`config.mk`:
```
export PLATFORM = sky130hd
export DESIGN_NAME = aload_seq
export DESIGN_NICKNAME = d
export VERILOG_FILES = /design/src/rtl/aload_seq.sv
export SDC_FILE = /design/constraint.sdc
export NUM_CORES = 1
export LEC_CHECK = 0
export ABC_AREA = 1
export CAP_MARGIN = 20
export CORE_MARGIN = 3
export CORE_UTILIZATION = 35
export DETAILED_ROUTE_END_ITERATION = 10
export PLACE_DENSITY = 0.75
export SETUP_SLACK_MARGIN = 0.02
export SLEW_MARGIN = 20
export SYNTH_ARGS = -nofsm -noshare
export SYNTH_HDL_FRONTEND = slang
export SYNTH_SLANG_ARGS = --single-unit
export TNS_END_PERCENT = 20
```
`constraint.sdc`:
```
create_clock -name clk -period 1.6 [get_ports clk]
set_input_delay 0.16 -clock clk [delete_from_list [all_inputs] [get_ports clk]]
set_output_delay 0.16 -clock clk [all_outputs]
set_load 0.05 [all_outputs]
```
`src/rtl/aload_seq.sv`:
```
// aload_seq -- load sequencer for a bank of asynchronous-load flip-flops.
//
// Two requesters are arbitrated round-robin. The granted value is then forced
// into the bank by driving the shared async-load pin (ff_aload) and the
// load-value bus (ff_rval) through setup, pulse and hold windows. Every output
// comes straight from a flop, so ff_aload cannot glitch.
//
// Ports:
//   clk, arst            clock; asynchronous active-high reset
//   req0/req1, val0/val1 level requests and the values to load (sampled at grant)
//   ack0/ack1            one-cycle completion pulse to the granted requester
//   busy                 high whenever the sequencer is not idle
//   ff_rval, ff_aload    bank load-value bus and async-load pin
//   ff_freeze            bank clock-enable inhibit, SETUP through DONE
//   ff_q                 bank output, only used by readback
//   load_err             readback mismatch pulse, aligned with ack
//
// Optional feature: define ALOAD_SEQ_READBACK_EN to build the readback compare.
//
// state | meaning
// ------+-----------------------------------------------------------
// IDLE  | waiting for a request; grant edge loads ff_rval
// SETUP | ff_rval settling before the pulse, SETUP_CYC cycles
// PULSE | ff_aload high, PULSE_CYC cycles (also the reset state)
// HOLD  | ff_rval held after the pulse, HOLD_CYC cycles
// DONE  | one cycle; ack to the granted requester, rr pointer update

module aload_seq #(
    parameter int               WIDTH     = 8,
    parameter logic [WIDTH-1:0] RESET_VAL = '0,
    parameter int               SETUP_CYC = 1,
    parameter int               PULSE_CYC = 2,
    parameter int               HOLD_CYC  = 1
) (
    input  logic             clk,
    input  logic             arst,
    input  logic             req0,
    input  logic             req1,
    input  logic [WIDTH-1:0] val0,
    input  logic [WIDTH-1:0] val1,
    output logic             ack0,
    output logic             ack1,
    output logic             busy,
    output logic [WIDTH-1:0] ff_rval,
    output logic             ff_aload,
    output logic             ff_freeze,
    input  logic [WIDTH-1:0] ff_q,
    output logic             load_err
);

    localparam int MAX_SP  = (SETUP_CYC > PULSE_CYC) ? SETUP_CYC : PULSE_CYC;
    localparam int MAX_CYC = (MAX_SP > HOLD_CYC) ? MAX_SP : HOLD_CYC;
    localparam int CW      = $clog2(MAX_CYC + 1);

    localparam logic [CW-1:0] SETUP_C = CW'(SETUP_CYC);
    localparam logic [CW-1:0] PULSE_C = CW'(PULSE_CYC);
    localparam logic [CW-1:0] HOLD_C  = CW'(HOLD_CYC);
    localparam logic [CW-1:0] ONE_C   = CW'(1);

    typedef enum logic [2:0] {
        ST_IDLE,
        ST_SETUP,
        ST_PULSE,
        ST_HOLD,
        ST_DONE
    } state_t;

    state_t           state_q, state_d;
    logic [CW-1:0]    cnt_q, cnt_d;
    logic [WIDTH-1:0] rval_q, rval_d;
    logic             aload_q, aload_d;
    logic             freeze_q, freeze_d;
    logic             busy_q, busy_d;
    logic             ack0_q, ack0_d;
    logic             ack1_q, ack1_d;
    logic             gnt_q, gnt_d;       // index of the granted requester
    logic             rr_q, rr_d;         // 1: requester 1 wins a tie
    logic             rst_seq_q, rst_seq_d; // sequence started by reset, no requester
    logic             err_q, err_d;
    logic             tc;
    logic             pick1;

    assign tc    = (cnt_q == ONE_C);
    assign pick1 = req1 & (~req0 | rr_q);

    always_comb begin
        state_d   = state_q;
        cnt_d     = cnt_q;
        rval_d    = rval_q;
        gnt_d     = gnt_q;
        rr_d      = rr_q;
        rst_seq_d = rst_seq_q;

        case (state_q)
            ST_IDLE: begin
                if (req0 | req1) begin
                    state_d = ST_SETUP;
                    cnt_d   = SETUP_C;
                    gnt_d   = pick1;
                    rval_d  = pick1 ? val1 : val0;
                end
            end
            ST_SETUP: begin
                if (tc) begin
                    state_d = ST_PULSE;
                    cnt_d   = PULSE_C;
                end else begin
                    cnt_d = cnt_q - ONE_C;
                end
            end
            ST_PULSE: begin
                if (tc) begin
                    state_d = ST_HOLD;
                    cnt_d   = HOLD_C;
                end else begin
                    cnt_d = cnt_q - ONE_C;
                end
            end
            ST_HOLD: begin
                if (tc) begin
                    state_d = ST_DONE;
                    cnt_d   = '0;
                end else begin
                    cnt_d = cnt_q - ONE_C;
                end
            end
            ST_DONE: begin
                state_d   = ST_IDLE;
                rst_seq_d = 1'b0;
                if (!rst_seq_q) begin
                    rr_d = ~gnt_q;
                end
            end
            default: begin
                state_d = ST_IDLE;
                cnt_d   = '0;
            end
        endcase

        // Outputs are decoded from the next state so each flop already holds
        // the value that belongs to the cycle the FSM is entering.
        aload_d  = (state_d == ST_PULSE);
        freeze_d = (state_d != ST_IDLE);
        busy_d   = (state_d != ST_IDLE);
        ack0_d   = (state_d == ST_DONE) && !rst_seq_q && !gnt_q;
        ack1_d   = (state_d == ST_DONE) && !rst_seq_q &&  gnt_q;

`ifdef ALOAD_SEQ_READBACK_EN
        // Compare in HOLD's last cycle so the registered flag lands with ack.
        err_d = (state_q == ST_HOLD) && tc && !rst_seq_q && (ff_q != rval_q);
`else
        err_d = 1'b0;
`endif
    end

    always_ff @(posedge clk or posedge arst) begin
        if (arst) begin
            state_q   <= ST_PULSE;
            cnt_q     <= PULSE_C;
            rval_q    <= RESET_VAL;
            aload_q   <= 1'b1;
            freeze_q  <= 1'b1;
            busy_q    <= 1'b1;
            ack0_q    <= 1'b0;
            ack1_q    <= 1'b0;
            gnt_q     <= 1'b0;
            rr_q      <= 1'b0;
            rst_seq_q <= 1'b1;
            err_q     <= 1'b0;
        end else begin
            state_q   <= state_d;
            cnt_q     <= cnt_d;
            rval_q    <= rval_d;
            aload_q   <= aload_d;
            freeze_q  <= freeze_d;
            busy_q    <= busy_d;
            ack0_q    <= ack0_d;
            ack1_q    <= ack1_d;
            gnt_q     <= gnt_d;
            rr_q      <= rr_d;
            rst_seq_q <= rst_seq_d;
            err_q     <= err_d;
        end
    end

    assign ff_rval   = rval_q;
    assign ff_aload  = aload_q;
    assign ff_freeze = freeze_q;
    assign busy      = busy_q;
    assign ack0      = ack0_q;
    assign ack1      = ack1_q;

`ifdef ALOAD_SEQ_READBACK_EN
    assign load_err = err_q;
`else
    // Without readback the bank output is not observed and the flag stays low.
    logic unused_ff_q;
    logic unused_err;
    assign unused_ff_q = ^ff_q;
    assign unused_err  = err_q;
    assign load_err    = 1'b0;
`endif

endmodule
```
==> flow_metrics.py <==
metrics = {
    "clocking": {
        "root_buffer": "clkbuf_4",
        "cts_resized": 0,
        "clk_path_buf_depth": 2,
        "cts_tree": "done",
        "cts_buffers": 3,
        "clkLatencyLatePin_ns": 0.30,
        "hold_buffers": 0,
        "cts_setup_buffers": 0,
        "clkTransAtPathRegs_ns": 0.10,
        "clock-sinks": 20,
        "ctsHtreeMaxLevel": 1,
    },
    "logic_synthesis": {
        "yosysSeqAreaShare": 0.474,
        "ys_top_cells_by_area": "dfrtp_1, nand2_1, dfstp_2, nand3_1, inv_1",
        "yosys_warnings": 0,
        "synth_top_area_frac": 0.351,
        "synth.avg_cell_area_sq_um": 7.74,
        "syn_nets": 169,
        "synthesis.area_sq_mm": 0.00107,
        "synth.distinct_cells": 17,
        "synth-seq-cells": 20,
        "syn_inst": 138,
        "yosysTopAreaCell": "dfrtp_1",
    },
    "sta": {
        "hold_viol_final": 0,
        "final_max_slew_viol_count": 0,
        "rsz0062_at_grt": "false",
        "clock.fmax_mhz": 778,
        "fin_setup_tns_ns": 0,
        "skew_ns": 0.00117,
        "min_period_ns": 1.28,
        "setup_viol": 0,
        "min_period_over_period": 0.803,
    },
    "floorplanning": {
        "start_util": 0.378,
        "die_x_um": 61.3,
        "rows": 19,
        "die_area_sq_mm": 0.00375,
        "boundaryPins": 42,
        "core_sq_mm": 0.00283,
        "die_h_um": 61.3,
    },
    "critical_path": {
        "worst_r2r_path_depth": 4,
        "rr_startpoint": "state_q[0]",
        "cpMostUsedCell": "nand2_1",
        "cp-start-kind": "register",
        "cpMaxStageDelayCell": "dfrtp_1",
        "required_ns": 1.80,
        "path_class": "register to register",
        "max_stage_delay_ns": 0.48,
        "crit_chain": "nor2_4 -> nand2_1 -> nand2_1 -> nand2_1",
        "crit_start": "state_q[0]",
        "critPathMaxFanout": 11,
        "rrSetupSlack_ns": 0.32,
        "r2r-end": "ff_rval[6]",
        "arrival_ns": 1.48,
        "cp-end-kind": "register",
    },
    "final_layout": {
        "final_nets": 204,
        "area_delta_synth_final_pct": 31.8,
        "diodes": 0,
        "drive_gt1_frac": 0.198,
        "final_cells": 203,
    },
    "route": {
        "drt-initial-drc-count": 7,
        "vias": 915,
        "ant_nets": 0,
        "dr.pass1.iters": 4,
        "wl_per_cell_um": 10.2,
        "wirelength_mm": 2.08,
        "drc_errors": 0,
        "viasPerCell": 4.51,
    },
    "pwr": {
        "p_switching_mw": 1.36,
        "pwr-share-seq": 0.346,
        "internal_power_mw": 1.39,
        "vdd_drop_max_uv": 1100,
        "p_leak_nw": 0.765,
        "p_comb_frac": 0.551,
        "clkPwrFrac": 0.103,
        "sw_frac_of_total": 0.496,
        "pwr_density_cell_mw_per_mm2": 1950,
    },
    "global_route": {
        "grt_pass1_vias": 866,
        "grt_pass1_wl_mm": 3.74,
        "grt_max_degree": 21,
        "grt.total_usage": 0.134,
        "antenna_found_initial": 0,
        "overflow": 0,
    },
    "worst_hold_path": {
        "min_path_type": "input pin to async pin",
    },
    "place": {
        "io_buffers": 32,
        "dp_hpwl_mm": 1.68,
        "gp_congestion": 0.745,
        "numPlacedInstances": 199,
    },
    "run_status": {
        "outcome": "complete, no violations",
    },
    "flow_run": {
        "cap_violations": 0,
    },
}
==> cells in the mapped netlist (all sizes together) <==
cell,number
nand2,46
inv,27
nand3,20
dfrtp,15
nor2,12
dfstp,5
buf,4
ha,3
o21ai,3
a21oi,2
conb,1
==> worst max-delay path by stage <==
| stage | to | slack (ns) |
|---|---|---|
| floorplan | ack0 | 0.47 |
| global placement | ff_aload | 0.16 |
| detailed placement | ff_aload | 0.12 |
| CTS | ff_rval[0] | 0.29 |
| global route | ff_rval[3] | 0.19 |
| finish | ff_rval[6] | 0.32 |
==> stage by stage <==
step / hold WS (ns) / setup WS [ns] / util / total power [mW] / cell area [sq um]
CTS: 0.169 / 0.286 / 0.498 / 2.79 / 1410
floorplan: 0.120 / 0.468 / - / 2.09 / 1070
global route: 0.213 / 0.190 / 0.498 / 3.00 / 1410
detailed placement: 0.466 / 0.119 / 0.485 / 2.49 / 1370
finish: 0.170 / 0.315 / 0.498 / 2.75 / 1410
global placement: 0.466 / 0.159 / 0.485 / 2.45 / 1370
==> per-layer routing <==
metal  global-route usage  routed length (um)  up-vias
met5                    0                   0        -
met4               0.0650                  43        0
met3               0.0419                 173        5
met2                0.213                 940       30
met1                0.165                 922      400
li1                     -                   -      480
==> cells by family (layout without fill, tap and decap cells) <==
| family | after synthesis | count (layout) | synth area share |
|---|---|---|---|
| buf+inv | 31 | 65 | 0.130 |
| flops | 20 | 20 | 0.474 |
| fa+ha+maj | 3 | 3 | 0.0351 |
| compound gates | 5 | 5 | 0.0269 |
| simple gates | 78 | 78 | 0.330 |
| other cells | 1 | 1 | 0.00351 |
==> worst max-delay path, delay by kind of cell, from the launching register on <==
family,cells,cell delay (ns)
flip-flops,1,0.48
AND/OR/NAND/NOR,4,0.70
==> cell type report <==
type	count	area, sq um
inverter	27	101
tap	31	38.8
timing repair buffer	34	303
sequential	20	507
fill	267	1420
clock buffer	4	36.3
multi-input combinational	87	423
==> power by group through the flow <==
stage / combinational, mW / clock, mW / sequential (mW)
2_1_floorplan: 0.688 / 0 / 1.40
3_3_place_gp: 1.50 / 0 / 0.952
3_5_place_dp: 1.53 / 0 / 0.961
4_1_cts: 1.54 / 0.300 / 0.954
5_1_grt: 1.68 / 0.321 / 0.992
6_report: 1.52 / 0.284 / 0.952
==> layout by cell type (no fill, tap or decap), drive strengths merged <==
cell type	n
clkdlybuf4s50	19
nor2	12
clkbuf	4
dfstp	5
nand2	46
a21oi	2
nand3	20
dfrtp	15
buf	15
o21ai	3
ha	3
inv	27
conb	1
==> flip-flops by register name (all words and copies together) (netlist names) <==
name       count
ff_rval        8
state_q        3
cnt_q          2
ack0           1
ack1           1
busy           1
ff_aload       1
gnt_q          1
rr_q           1
rst_seq_q      1
(Power assumes the default switching activity.)
